==> src/rtl/sha256_msg_feeder.sv <==
// sha256_msg_feeder: pads a 32-bit word stream into SHA-256 blocks and drives the register-mapped core to a digest
module sha256_msg_feeder #(
  parameter int SETTLE_CYCLES = 3,
  parameter logic [7:0] CORE_BASE = 8'h00
) (
  input  logic         clk,
  input  logic         reset,
  input  logic         in_valid,
  output logic         in_ready,
  input  logic [31:0]  in_data,
  input  logic         in_last,
  input  logic [1:0]   in_bytes,
  output logic         cs,
  output logic         we,
  output logic [7:0]   address,
  output logic [31:0]  write_data,
  input  logic [31:0]  read_data,
  output logic         busy,
  output logic [255:0] digest,
  output logic         digest_valid
);
  typedef enum logic [2:0] {IDLE, FILL, PAD, CTRL, SETTLE, POLL, DIGEST, DONE} state_t;
  localparam logic [15:0] SETTLE_N = 16'(SETTLE_CYCLES);
  state_t state, state_n;
  logic [4:0] wi;
  logic [63:0] len, add;
  logic first, more, ended, need80, lenblk, accept, lenblk_eff;
  logic [15:0] cnt;
  logic [2:0] dcnt;
  logic [223:0] dsr;
  logic cs_n, we_n;
  logic [7:0] address_n;
  logic [31:0] write_data_n, last_word, pad_word;
  logic [4:0] sh;
  assign accept = in_valid & in_ready;
  assign sh = {in_bytes, 3'b000};
  assign last_word = (in_bytes == 2'd0) ? in_data : (in_data & ~(32'hffff_ffff >> sh)) | (32'h8000_0000 >> sh);
  assign add = (in_last && in_bytes != 2'd0) ? {59'd0, sh} : 64'd32;
  // lenblk: the length field belongs in the block being built; false once the 0x80 marker lands past word 13
  assign lenblk_eff = need80 ? (wi <= 5'd13) : lenblk;
  assign pad_word = need80 ? 32'h8000_0000 : !lenblk ? 32'd0 :
                    (wi == 5'd14) ? len[63:32] : (wi == 5'd15) ? len[31:0] : 32'd0;
  assign busy = state != IDLE && state != DONE;
  assign digest_valid = state == DONE;
  always_comb begin
    state_n = state;
    cs_n = 1'b0;
    we_n = 1'b0;
    address_n = address;
    write_data_n = write_data;
    case (state)
      IDLE, FILL: if (accept) begin
        cs_n = 1'b1;
        we_n = 1'b1;
        address_n = CORE_BASE + 8'h10 + {3'b000, wi};
        write_data_n = in_last ? last_word : in_data;
        state_n = (wi == 5'd15) ? CTRL : in_last ? PAD : FILL;
      end
      PAD: begin
        cs_n = 1'b1;
        we_n = 1'b1;
        address_n = CORE_BASE + 8'h10 + {3'b000, wi};
        write_data_n = pad_word;
        state_n = (wi == 5'd15) ? CTRL : PAD;
      end
      CTRL: begin
        cs_n = 1'b1;
        we_n = 1'b1;
        address_n = CORE_BASE + 8'h08;
        write_data_n = first ? 32'h5 : 32'h6;
        state_n = SETTLE;
      end
      SETTLE: if (cnt == SETTLE_N) begin
        state_n = POLL;
        cs_n = 1'b1;
        address_n = CORE_BASE + 8'h09;
      end
      POLL: begin
        cs_n = 1'b1;
        address_n = CORE_BASE + 8'h09;
        if (read_data[0] && (more || read_data[1])) begin
          state_n = !more ? DIGEST : ended ? PAD : FILL;
          cs_n = !more;
          address_n = CORE_BASE + 8'h20;
        end
      end
      DIGEST: begin
        state_n = (dcnt == 3'd7) ? DONE : DIGEST;
        cs_n = dcnt != 3'd7;
        address_n = CORE_BASE + 8'h21 + {5'd0, dcnt};
      end
      DONE: state_n = IDLE;
    endcase
  end
  always_ff @(posedge clk) begin
    if (reset) begin
      state <= IDLE;
      cs <= 1'b0;
      we <= 1'b0;
      address <= 8'd0;
      write_data <= 32'd0;
      in_ready <= 1'b0;
      digest <= 256'd0;
      wi <= 5'd0;
      len <= 64'd0;
      first <= 1'b1;
      more <= 1'b0;
      ended <= 1'b0;
      need80 <= 1'b0;
      lenblk <= 1'b0;
      cnt <= 16'd0;
      dcnt <= 3'd0;
      dsr <= 224'd0;
    end else begin
      state <= state_n;
      cs <= cs_n;
      we <= we_n;
      address <= address_n;
      write_data <= write_data_n;
      in_ready <= state_n == IDLE || state_n == FILL;
      case (state)
        IDLE, FILL: if (accept) begin
          wi <= wi + 5'd1;
          len <= len + add;
          if (wi == 5'd15) more <= 1'b1;
          if (in_last) begin
            ended <= 1'b1;
            need80 <= in_bytes == 2'd0;
            lenblk <= wi == 5'd15 || (in_bytes != 2'd0 && wi <= 5'd13);
          end
        end
        PAD: begin
          wi <= wi + 5'd1;
          if (need80) begin
            need80 <= 1'b0;
            lenblk <= wi <= 5'd13;
          end
          if (wi == 5'd15) more <= !lenblk_eff;
          if (wi == 5'd15 && !lenblk_eff) lenblk <= 1'b1;
        end
        CTRL: begin
          first <= 1'b0;
          cnt <= 16'd0;
        end
        SETTLE: cnt <= cnt + 16'd1;
        POLL: if (state_n != POLL) begin
          wi <= 5'd0;
          dcnt <= 3'd0;
        end
        DIGEST: begin
          dcnt <= dcnt + 3'd1;
          dsr <= {dsr[191:0], read_data};
          if (dcnt == 3'd7) digest <= {dsr, read_data};
        end
        DONE: begin
          wi <= 5'd0;
          len <= 64'd0;
          first <= 1'b1;
          more <= 1'b0;
          ended <= 1'b0;
          need80 <= 1'b0;
          lenblk <= 1'b0;
        end
      endcase
    end
  end
endmodule

==> config.mk <==
export PLATFORM = sky130hd
export DESIGN_NAME = sha256_msg_feeder
export DESIGN_NICKNAME = d
export VERILOG_FILES = /design/src/rtl/sha256_msg_feeder.sv
export SDC_FILE = /design/constraint.sdc
export NUM_CORES = 1
export LEC_CHECK = 0
export BUFFER_PORTS_ARGS = -buffer_cell sky130_fd_sc_hd__clkbuf_2
export CORE_MARGIN = 2
export CORE_UTILIZATION = 40
export CTS_CLUSTER_SIZE = 14
export DETAILED_ROUTE_END_ITERATION = 8
export GPL_TIMING_DRIVEN = 0
export PLACE_DENSITY = 0.57
export SLEW_MARGIN = 20
export SYNTH_ARGS = -nofsm -noshare
export SYNTH_HDL_FRONTEND = slang
export SYNTH_SLANG_ARGS = --single-unit
==> constraint.sdc <==
create_clock -name clk -period 5 [get_ports clk]
set_input_delay 1 -clock clk [delete_from_list [all_inputs] [get_ports clk]]
set_output_delay 1 -clock clk [all_outputs]
set_load 0.02 [all_outputs]
# == After elaboration in Yosys (flattened, before gate mapping) ==
# Cells that the tools add are included.
# totals
latch_bits,0
romBits,0
wordCells,141
mem_bits_rw,0
ff_bits,619
n_memories,0
# classes
mux,53
multipliers,0
n_shift,2
n_div,0
add_sub_neg,6
bitwise_logic,4
reduce_logical,37
order_cmp,1
n_eq_ne,21
# ops
cell,count
$mux W32,7
$pmux W64 S2,1
$pmux W32 S3,1
$add A64 B6 Y64,1
$mux W64,1
$shr A32 B5 Y32 const A,2
$pmux W8 S6,1
$and A32 B32 Y32,1
$not A32 Y32,1
$or A32 B32 Y32,1
$pmux W16 S2,1
$pmux W3 S7,1
$pmux W5 S4,1
$add A16 B1 Y16 const B,1
$eq A16 B2 Y1 const B,1
$mux W1,16
$mux W8,2
$eq A3 B3 Y1 const B,5
$mux W3,5
$reduce_and A3 Y1,5
$mux W6,2
$ne A2 B2 Y1 const B,6
$reduce_bool A2 Y1,6
$eq A5 B4 Y1 const B,2
26 further kinds,53

# == Longest topological paths before layout ==
# Gate-level depths: netlist (run 1).
# depth
depth_word,8
depth_mapped,12
ltp_nobuf,10

# == Worst setup path before layout (run 1) ==
# OpenSTA, ideal clock, no wires.
# synth_path
kind,input port to flip-flop
start,in in_last
end,reg len[35]
setup_ns,0.070
setup_slack_ns,1.466
t_required_ns,4.930
stages,12
arrival_ns,3.464
path_cell_list,clkbuf_1 nand2_1 inv_1 ha_1 inv_1 fa_1 and2b_2 o221ai_1 or3_1 buf_6 or4_1 a21oi_1
# synth_between
elab_chain_cells,5
# synth_lines
element,line_no,rtl
start: declaration,11,"input logic in_last,"
$logic_and A1 B1 Y1,38,"assign add = (in_last && in_bytes != 2'd0) ? {59'd0, sh} : 64'd32;"
$mux W6,38,
$add A64 B6 Y64,124,len <= len + add;
$mux W64,122,"IDLE, FILL: if (accept) begin"
$pmux W64 S2,121,case (state)
end signal: assignment,124,
end: declaration,26,"logic [63:0] len, add;"
# Every way passes these cells. The select of a mux whose other input is x is not followed.
# A chain may end at the register's enable or synchronous reset.

# == Worst setup path in the final report (run 1) ==
# layout_path
start,reg state[2]
end,out busy
# layout_between
elab_chain_cells,2
# layout_lines
element,line_no,rtl
start: declaration,24,"state_t state, state_n;"
start signal: assignment,115,state <= state_n;
$ne A3 B3 Y1 / $reduce_bool A3 Y1 (equally long branches),43,assign busy = state != IDLE && state != DONE;
$logic_and A1 B1 Y1 *,43,
end: declaration,18,"output logic busy,"
# Every way passes the cells marked *; elsewhere a longest branch is shown, timed or not.

==> results.toml, run 1 <==
[run_status]
outcome = "completed"

[sta]
relSlewSlack = 0.3151
rsz0062_at_grt = "no"
timing.fmax_mhz = 274.0
fin_crit_ns = 3.650
fin_ws_ns = 1.350
worst_hold_slack_ns = 0.4517
fin_skew_ns = 0.02249
worst_pin_slew_ns = 1.027
post-route-period-util = 0.7299
finalMaxSlewViolations = 0
setup_viol = 0
finalHoldViolCount = 0
finalSetupTns_ns = 0

[routing]
wl_per_cell_um = 18.89
drt-initial-drc-count = 1695
ant_nets = 0
viasPerCell = 5.249
drc = 0
routed_wl_mm = 79.81
vias = 22180
drt_pre_antenna_iters = 6

[floorplanning]
rows = 88
io_pins = 371
dieWidth_um = 245.0
fp.dieH_um = 245.0
initial_utilization = 0.4034
dieArea_mm2 = 0.06002
core_area_mm2 = 0.05759

[flow_run]
drv_cap = 0

[synthesis]
synth.most_common_cell = "nand2_1"
synth_top_family_by_area = "simple AND/OR/NAND/NOR gates"
synth-xor-area-share = 0.01018
synth_simple_gate_area_frac = 0.2444
synth_top_cell_area_share = 0.5291
synth_compound_area_frac = 0.1664
synth.area.top_cells = "dfxtp_1 53%, nand2_1 17%, a21oi_1 12%"
ys_types = 66
synthMuxAreaShare = 0.004578
synthAdderAreaFrac = 0.006248
synth_edf_count = 0
syn_area_per_cell_um2 = 7.803
synthTopCellsByCount = "1044 x nand2_1, 614 x dfxtp_1, 565 x a21oi_1, 196 x clkbuf_1, 114 x nor2_1"
yosys_warnings = 0
yosys.area.top_type = "dfxtp_1"
postSynth.asyncResetShare = 0
syn_inst = 2977
ys_seq_elements = 614
ys_seq_area_frac = 0.5291
synth_area_mm2 = 0.02323
synth_ff_type = "dfxtp_1"

[placement]
post-place-ws_ns = 0.9601
io_buffers = 365
place.gp.congestion = 0.9646
hpwl_mm = 61.46

[worst_setup_path]
cp-end-kind = "output port"
reg2reg_to = "write_data[21]"
startpoint_type = "flop"
worstSetupPathType = "reg2out"
crit_end = "busy"
r2r-start = "wi[0]"
crit_fanout = 10
crit_start = "state[2]"
arrival_ns = 2.65
reg2reg_depth = 9
worstPathRequired_ns = 4.00
r2r_slack_ns = 1.77

[power_and_ir_drop]
ir_drop_v = 0.0002517
leakage_nw = 9.842
powerDensity_mw_per_mm2 = 365.6
total_power_mw = 10.32

[layout]
syn_to_final_growth_pct = 21.50
drive_above_1_share = 0.1422
antenna_cells = 0
fin_nets = 3492
post-route-util = 0.4901

[global_route]
grt_start_max_net_pins = 15
grt_use_total = 0.2583
grt_overflow = 0
antenna_found_initial = 1
grt_pass1_wl_mm = 120.5
grt_pass1_vias = 21260

[clocking]
cts_tree = "yes"
numCtsBuffers = 66
htree_levels = 3
clock_path_buffers = 3
postCtsSetupBuffers = 0
clock-root-buffer = "clkbuf_16"
clk_latency_ns = 0.61
cts_resized = 0
hold_buffers = 0
clk_pin_slew_ns = 0.06
cts.sinks = 614

[worst_hold_path]
min_path_type = "reg2reg"
## stage by stage
stage	instance area [um2]	cells
after floorplan	23230	2978
after global placement	26020	4108
after detailed placement	26020	4108
after CTS	28220	4225
after global routing	28220	4225
final	28220	4225
## logic make-up after synthesis
family                     after synthesis
muxes                                   10
other                                    1
xor gates and xnor gates                27
and+or+nand+nor                       1371
adders and majority gates               11
DFF                                    614
AOI/OAI and AO/OA                      709
buffers and inverters                  234
## worst max-delay path, stage by stage (launching register included)
cell	delay, ns
dfxtp_1	0.40
clkbuf_1	0.35
clkbuf_1	0.35
clkbuf_1	0.43
nor3_1	0.18
nor2_1	0.14
clkbuf_2	0.19
## worst min-delay path by stage
stage,endpoint,from,slack [ns],cells past startpoint
floorplan,digest[224],dsr[192],0.43,2
global placement,digest[83],digest[83],0.44,2
detailed placement,digest[238],digest[238],0.45,2
CTS,digest[238],digest[238],0.45,2
global route,digest[238],digest[238],0.47,2
finish,digest[247],digest[247],0.45,2
## sequential cells by signal, summed over array words and instances (netlist names)
signal,count
len,61
dcnt,3
first,1
in_ready,1
digest,256
cs,1
need80,1
state,3
cnt,16
more,1
ended,1
we,1
write_data,32
wi,5
dsr,224
address,6
lenblk,1
## cell type report
cell class              instances  area [um2]
plain buffers                 214       830.8
multi-input cells            2130       10040
clock buffers                  94        1938
fillers                      5634       29360
clock inverters                23       259.0
flip-flops and latches        614       12290
repair buffers                365        1827
inverters                      20       75.07
well taps                     765       957.2
## routing by layer
metal / wire [um] / global-route usage
met1: 34960 / 0.3347
met2: 36870 / 0.4276
met3: 5977 / 0.05631
met4: 2004 / 0.08321
met5: 0 / 0
## power by group
| part | switching, mW | internal (mW) |
|---|---|---|
| clock | 2.08 | 2.84 |
| sequential | 0.0302 | 4.93 |
| combinational | 0.318 | 0.124 |
| total | 2.43 | 7.89 |
## cells in the final DEF (no fill, tap or decap), drive strengths merged, types with 6 or more instances in the layout
cell type	count
a211oi	25
a21oi	565
a221oi	14
a222oi	7
a22oi	7
and2	8
and3	9
and4	6
buf	17
clkbuf	655
clkinv	19
dfxtp	614
ha	10
inv	21
nand2	1044
nand3	53
nand4	28
nand4b	6
nor2	114
nor3	26
nor4	14
o211ai	8
o21ai	43
o221ai	8
o31ai	9
or3	26
or4	9
xnor2	12
xor2	15
No activity file was read; power rests on OpenSTA's default activity.
==> inputs of run 2 (changes only) <==
PLACE_DENSITY = 0.59   (was 0.57)
clock period = 2.95 ns   (was 5 ns; I/O delays follow)
==> run 2 against run 1 <==
  * Clock skew decreased by 0.0034 ns
  * Wire length increased by 0.47%
  * Total power increased by 75%
  * Highest routed layer unchanged
  * Hold slack got worse by 0.24 ns
  * Final cell count about the same
  * Register-to-register slack got worse by 1.6 ns
  * Non-clock buffer count decreased by 2
  * Worst setup slack got worse by 1.3 ns
  * Critical path type unchanged
==> results.toml, run 2 (synthesis results as in run 1) <==
[run_status]
outcome = "completed"

[sta]
post-route-period-util = 0.9726
finalMaxSlewViolations = 0
fin_ws_ns = 0.08090
relSlewSlack = 0.2946
fin_crit_ns = 2.869
fin_skew_ns = 0.01909
rsz0062_at_grt = "no"
worst_pin_slew_ns = 1.058
finalHoldViolCount = 0
setup_viol = 0
timing.fmax_mhz = 348.5

[placement]
place.gp.congestion = 0.9645
io_buffers = 365
place_area_mm2 = 0.02603
placedCellCount = 4108
post-place-ws_ns = -0.6071
hpwl_mm = 61.69

[flow_run]
drv_cap = 0

[power_and_ir_drop]
clkPwrFrac = 0.493
combPwrFrac = 0.042
leakage_nw = 9.959
internal_power_mw = 13.94
total_power_mw = 18.08
sequentialPowerShare = 0.465
powerDensity_mw_per_mm2 = 635.6
switching_share = 0.2292
ir_drop_v = 0.0004362
p_switching_mw = 4.144

[layout]
largest_reg_flops = 256
drive_above_1_share = 0.1488
fin_nets = 3492
syn_to_final_growth_pct = 22.46
design_area_mm2 = 0.02845
largest_register = "digest"
final_common_cell = "nand2_1"
reg_top3 = "digest (256), dsr (224), len (61)"
antenna_cells = 0
fillers = 5693
post-route-util = 0.4940
fin_cells = 4226
final_cell_mix = "1044 x nand2_1, 614 x dfxtp_1, 565 x a21oi_1"

[floorplanning]
fp.dieH_um = 245.0
core_area_mm2 = 0.05759
initial_utilization = 0.4034
dieArea_mm2 = 0.06002
rows = 88
io_pins = 371
dieWidth_um = 245.0

[routing]
drt_pre_antenna_iters = 5
viasPerCell = 5.244
drc = 0
vias = 22160
drt-initial-drc-count = 1701
ant_nets = 0
wl_per_cell_um = 18.97
routed_wl_mm = 80.19

[worst_setup_path]
crit_end = "busy"
reg2reg_to = "len[57]"
arrival_ns = 2.28
reg2reg_depth = 9
startpoint_type = "flop"
crit_fanout = 10
r2r-start = "len[3]"
worstPathRequired_ns = 2.36
crit_slowest_cell = "dfxtp_1"
cp_num_cells = 6
crit_path_max_incr_delay_ns = 0.46
r2r_slack_ns = 0.16
path_cells = "clkbuf_2 > clkbuf_2 > clkbuf_4 > nor3_1 > nor2_1 > clkbuf_2"
worstSetupPathType = "reg2out"
cp_common_cell = "clkbuf_2"
crit_start = "state[2]"
cp_top_family = "buffers and inverters"
path_buf_inv = 4
cp-end-kind = "output port"

[global_route]
grt_pass1_vias = 21570
grt_pass1_wl_mm = 121.7
grt_start_max_net_pins = 15
grt_overflow = 0
antenna_found_initial = 1
grt_use_total = 0.2602

[clocking]
cts_tree = "yes"
numCtsBuffers = 68
clock_path_buffers = 3
clock-root-buffer = "clkbuf_16"
clk_pin_slew_ns = 0.06
cts.sinks = 614
clk_latency_ns = 0.61
postCtsSetupBuffers = 0
htree_levels = 3

[worst_hold_path]
min_path_type = "in2reg"
[run 2: cell count changes in the layout (fill, tap and decap cells not counted), sizes merged]
cell      change
bufinv        +4
clkbuf        +1
clkinv        -8
clkinvlp      +2
inv           +2
[run 2: per-layer routing]
layer / track usage / part of all wire
met1: 0.3314 / 0.43
met2: 0.4277 / 0.46
met3: 0.06385 / 0.078
met4: 0.09415 / 0.032
met5: 0 / 0
[run 2: worst min path at each step]
stage                   from     endpoint  slack [ns]  cells after the start
3_3_place_gp      digest[16]   digest[16]        0.44                      2
3_5_place_dp      digest[14]   digest[14]        0.45                      2
2_1_floorplan       dsr[192]  digest[224]        0.43                      2
6_report       read_data[27]      dsr[27]        0.22                      3
5_1_grt        read_data[26]      dsr[26]        0.21                      3
4_1_cts        read_data[27]      dsr[27]        0.18                      3
[run 2: stage by stage]
stage                     hold WS, ns  TNS [ns]
after detailed placement       0.4472    -24.53
after CTS                      0.1810         0
after floorplan                0.4321         0
after global routing           0.2138         0
final                          0.2159         0
after global placement         0.4423    -53.09
[run 2: layout make-up]
type | instances | area (um2) | share of cell area
plain buffers | 212 | 844.6 | 0.02969
inverters | 20 | 75.07 | 0.002639
clock buffers | 97 | 2032 | 0.07143
flip-flops and latches | 614 | 12290 | 0.4321
clock inverters | 23 | 346.6 | 0.01218
repair buffers | 365 | 1827 | 0.06422
well taps | 765 | 957.2 | 0.03365
multi-input cells | 2130 | 10070 | 0.3541
[run 2: power by group through the flow]
stage	sequential (mW)	clock (mW)	combinational, mW
6_report	8.42	8.92	0.751
5_1_grt	8.42	9.40	0.811
4_1_cts	8.41	9.05	0.744
3_5_place_dp	8.60	0	0.741
3_3_place_gp	8.59	0	0.731
2_1_floorplan	8.65	0	0.366
[run 2: worst register-to-register path: stages (launching register included)]
cell and delay [ns]:
dfxtp_1 0.35, ha_1 0.23, inv_1 0.07, fa_2 0.35
and2b_2 0.25, o2111a_1 0.33, nand4_1 0.27, clkbuf_1 0.33
or3_1 0.40, a21oi_1 0.14
[run 2: repair_timing]
item,4_1_cts,5_1_grt
setup endpoints to repair,138,220
hold buffers,0,0
resized for setup,8,15
